### config.mk
export PLATFORM = sky130hd
export DESIGN_NAME = recipe_checker_step_timer
export DESIGN_NICKNAME = d
export VERILOG_FILES = /design/src/rtl/recipe_checker_step_timer.sv
export SDC_FILE = /design/constraint.sdc
export NUM_CORES = 1
export LEC_CHECK = 0
export CORE_MARGIN = 1
export CORE_UTILIZATION = 25
export CTS_BUF_LIST = sky130_fd_sc_hd__clkbuf_4 sky130_fd_sc_hd__clkbuf_8
export DETAILED_ROUTE_END_ITERATION = 16
export PLACE_DENSITY_LB_ADDON = 0.15
export SLEW_MARGIN = 20
export SYNTH_ARGS = -nofsm -noshare
export SYNTH_HDL_FRONTEND = slang
export SYNTH_SLANG_ARGS = --single-unit
### constraint.sdc
create_clock -name clock -period 3.7 [get_ports clock]
set_input_delay 0.74 -clock clock [delete_from_list [all_inputs] [get_ports clock]]
set_output_delay 0.74 -clock clock [all_outputs]
set_load 0.01 [all_outputs]
### src/rtl/recipe_checker_step_timer.sv
// Per-step dwell timer for WAIT_IN.
// Ports:
//   clock, reset : clock and synchronous active-high reset
//   clear        : force the count back to zero
//   enable       : count one cycle
//   expired      : registered, high while the count equals TIMEOUT-1
module recipe_checker_step_timer #(
    parameter int unsigned TIMEOUT = 5000
) (
    input  logic clock,
    input  logic reset,
    input  logic clear,
    input  logic enable,
    output logic expired
);

    localparam int unsigned CNT_W = $clog2(TIMEOUT);

    logic [CNT_W-1:0] count;
    logic [CNT_W-1:0] count_d;

    // Next count; saturates at the terminal value.
    always_comb begin
        count_d = count;
        if (clear) begin
            count_d = '0;
        end else if (enable && !expired) begin
            count_d = count + CNT_W'(1);
        end
    end

    // expired is registered alongside the count so it tracks count==TIMEOUT-1.
    always_ff @(posedge clock) begin
        if (reset) begin
            count   <= '0;
            expired <= 1'b0;
        end else begin
            count   <= count_d;
            expired <= (count_d == CNT_W'(TIMEOUT - 1));
        end
    end

endmodule

### Word level (Yosys, flattened, before mapping)

Cells that the tools add are included.

* input port bits: 4
* register bits after elaboration: 14
* output and inout bits: 1
* word-level logic and storage cells: 8

* equality and inequality tests: 1
* reduce and logical (&&, ||, !) cells: 2
* add/sub/neg operators: 1
* mux-type cells: 2

Operators with widths (count)
* $mux W13: 2
* $add A13 B1 Y13 const B: 1
* $eq A13 B13 Y1 const B: 1
* $logic_and A1 B1 Y1: 1
* $logic_not A1 Y1: 1

### Longest topological paths before layout

* depth in word-level cells: 5
* mapped depth: 6

### Least setup slack after synthesis

No wires, ideal clock.

* kind: input to register
* start point: input port enable
* end point: register expired
* required time: 3579 ps
* setup slack: 1750 ps
* path buffers: 1
* arrival: 1830 ps
* stages on the path: 6
* path through: nand4b_2 -> or2_1 -> clkbuf_1 -> maj3_1 -> a21oi_1 -> nor4_2

* longest elaborated chain between the ends: 4

RTL lines
* from (decl): RTL line 13 `input logic enable,`
* $logic_and A1 B1 Y1: RTL line 27 `end else if (enable && !expired) begin`
* $mux W13: RTL line 27
* $mux W13: RTL line 25 `if (clear) begin`
* $eq A13 B13 Y1: RTL line 39 `expired <= (count_d == CNT_W'(TIMEOUT - 1));`
* to (signal assigned): RTL line 39
* to (decl): RTL line 14 `output logic expired`

No other way between the ends.
A chain may end at the register's enable or synchronous reset.

### Worst setup path in the final report

Same ends and word-level chain as after synthesis.

==> impl_metrics.json <==
{
  "pwr-share-seq_pct": 54.8,
  "track_usage_pct": 11.12,
  "drv_cap": 0,
  "rsz0062_at_grt": "false",
  "routed-via-count": 613,
  "synth_fp_nets": 90,
  "relSlewSlack_pct": 74.96,
  "holdPathEnd": "count[11]$_SDFF_PP0_",
  "critPathRequiredTime_ps": 3880,
  "ant_nets": 0,
  "timing.rr.start": "count[0]$_SDFF_PP0_",
  "grt_overflow": 0,
  "grt_pass1_vias": 574,
  "grt_pass1_wl_microns": 2628,
  "syn2layout_area_growth_pct": 13.95,
  "io_buffers": 4,
  "wl_per_cell_microns": 13.36,
  "ys_seq_area_share_pct": 37.65,
  "cp.arrival_ps": 2440,
  "power_frac_clock_pct": 41.1,
  "path_max_fanout": 6,
  "synth_area_sq_um": 744.5,
  "start_kind": "input port",
  "antenna_found_initial": 0,
  "dr.pass1.iters": 4,
  "min_path_cells": 2,
  "drv_slew": 0,
  "reg2reg_depth": 6,
  "syn_inst": 85,
  "synth.avg_cell_area_sq_um": 8.758,
  "gp_congestion": 0.7781,
  "combPwrFrac_pct": 4.0,
  "hold_path_class": "reg -> reg",
  "cts_tree": "built",
  "start_util_pct": 26.77,
  "insertion_delay_ps": 290,
  "cts_buffer_depth": 2,
  "status": "finished clean",
  "post-route-drc-count": 0,
  "die_w_microns": 56.57,
  "finalCritPeriodShare_pct": 61.17,
  "io_pins": 5,
  "synth_edf_count": 0,
  "finalClockSkew_ps": 7.175,
  "cts_buffers": 3,
  "via_per_inst": 5.066,
  "antennaDiodeCount": 0,
  "synth_warnings": 0,
  "dieArea_sq_um": 3200,
  "placed_cells": 117,
  "clk_pin_slew_ps": 90,
  "rrSetupSlack_ps": 1790,
  "tns_ps": 0,
  "synth.distinct_cells": 32,
  "min_from": "count[11]$_SDFF_PP0_",
  "hold_buffers": 0,
  "cts_resized": 0,
  "final-setup-viol-count": 0,
  "swShare_pct": 22.15,
  "cts_max_level": 1,
  "die_h_microns": 56.57,
  "rows": 19,
  "drt_iter0_drc": 12,
  "drive_above_1_share_pct": 13.33,
  "hpwl_microns": 1199,
  "tightest_slew_ps": 374.8,
  "async_flop_share_pct": 0,
  "p_int_mw": 0.2168,
  "cellPowerDensity_nw_per_um2": 328.3,
  "p_leak_nw": 0.2668,
  "synth_flop_cell": "dfxtp_1",
  "synth_seq_cells": 14,
  "final_hold_viol_count": 0,
  "critPathCaptureType": "register",
  "ir_worst_vdd_uv": 188.8,
  "core_sq_um": 2781,
  "grt_max_degree": 13,
  "crit_type": "in -> reg",
  "r2r-end": "expired$_SDFF_PP0_",
  "finalNetCount": 96,
  "switchingPower_mw": 0.06170,
  "min_period_ps": 2263,
  "post_cts_buffers": 0,
  "cts.sinks": 14,
  "layoutNonFillerInstCount": 121,
  "wirelength_microns": 1616,
  "fmax_mhz": 441.9,
  "cts-root-buf": "clkbuf_4"
}
## worst max-delay path: stages
cell,delay [ps]
clkdlybuf4s50_1,520
nand4b_2,180
or2_1,360
maj3_1,370
a21oi_1,200
nor4_2,70
## state kept, by name (all words and copies together) (netlist names)
register,count
expired,1
count,13
## Yosys cell counts (all sizes together), types with 2 or more instances
master	number	area (sq um)
dfxtp	14	280.3
nor2	10	37.54
xnor2	7	61.31
nand2	6	22.52
xor2	5	43.79
nand3	4	25.02
nor3	4	20.02
nor4	4	31.28
a21oi	3	15.01
clkbuf	3	11.26
inv	2	7.500
nand3b	2	15.01
nand4	2	12.51
nand4b	2	23.77
nor2b	2	12.51
o21ai	2	10.01
or2	2	12.52
or3	2	12.51
## stage by stage
stage	total power, mW	setup WS, ps	hold WS, ps	cell area (sq um)	utilization, %
after floorplan	0.1618	1750	503.8	744.5	-
after detailed placement	0.1677	1138	541.3	812.0	29.19
after global routing	0.2904	1366	578.2	848.3	30.50
final	0.2785	1437	561.3	848.3	30.50
after global placement	0.1678	1140	527.1	812.0	29.19
after CTS	0.2847	1445	557.1	848.3	30.50
## per-layer routing
layer	routed length, microns	vias to the layer above	GRT usage, %
met4	28	0	5.226
met1	796	288	13.33
li1	-	313	-
met5	0	-	0
met2	737	8	16.97
met3	54	4	4.839
## cells in the final DEF, fill, tap and decap left out, drive strengths merged, types with 3 or more instances in the layout
master,instances
dfxtp,14
a21oi,3
clkbuf,4
nand3,4
xnor2,7
nand2,6
nor4,4
xor2,5
clkdlybuf4s50,4
nor2,10
nor3,4
## cells by family after synthesis
logic type	share of synthesized area, %
mux	1.345
fa+ha+maj	3.025
xor+xnor	14.12
simple gates	33.11
compound gates	8.235
buf+inv	2.520
flops	37.65
## layout make-up
class,instances,area (sq um)
Inverter,2,7.507
Clock buffer,4,36.28
Timing Repair Buffer,4,40.04
Fill cell,300,1933
Multi-Input combinational cell,66,445.4
Tap cell,31,38.79
Sequential cell,14,280.3
## how the worst max path moves through the flow
| stage | start | to | slack, ps | cells past startpoint |
|---|---|---|---|---|
| 3_5_place_dp | enable | expired$_SDFF_PP0_ | 1140 | 6 |
| 5_1_grt | enable | expired$_SDFF_PP0_ | 1370 | 6 |
| 2_1_floorplan | enable | expired$_SDFF_PP0_ | 1750 | 6 |
| 4_1_cts | enable | expired$_SDFF_PP0_ | 1440 | 6 |
| 6_report | enable | expired$_SDFF_PP0_ | 1440 | 6 |
| 3_3_place_gp | enable | expired$_SDFF_PP0_ | 1140 | 6 |
## power by group through the flow
stage                     Combinational, mW  Clock (mW)  Sequential, mW
after floorplan                     0.00590           0           0.156
after CTS                            0.0115       0.121           0.153
after global routing                 0.0122       0.125           0.153
final                                0.0113       0.115           0.153
after global placement               0.0115           0           0.156
after detailed placement             0.0115           0           0.156
No activity file was read; power rests on OpenSTA's default activity.
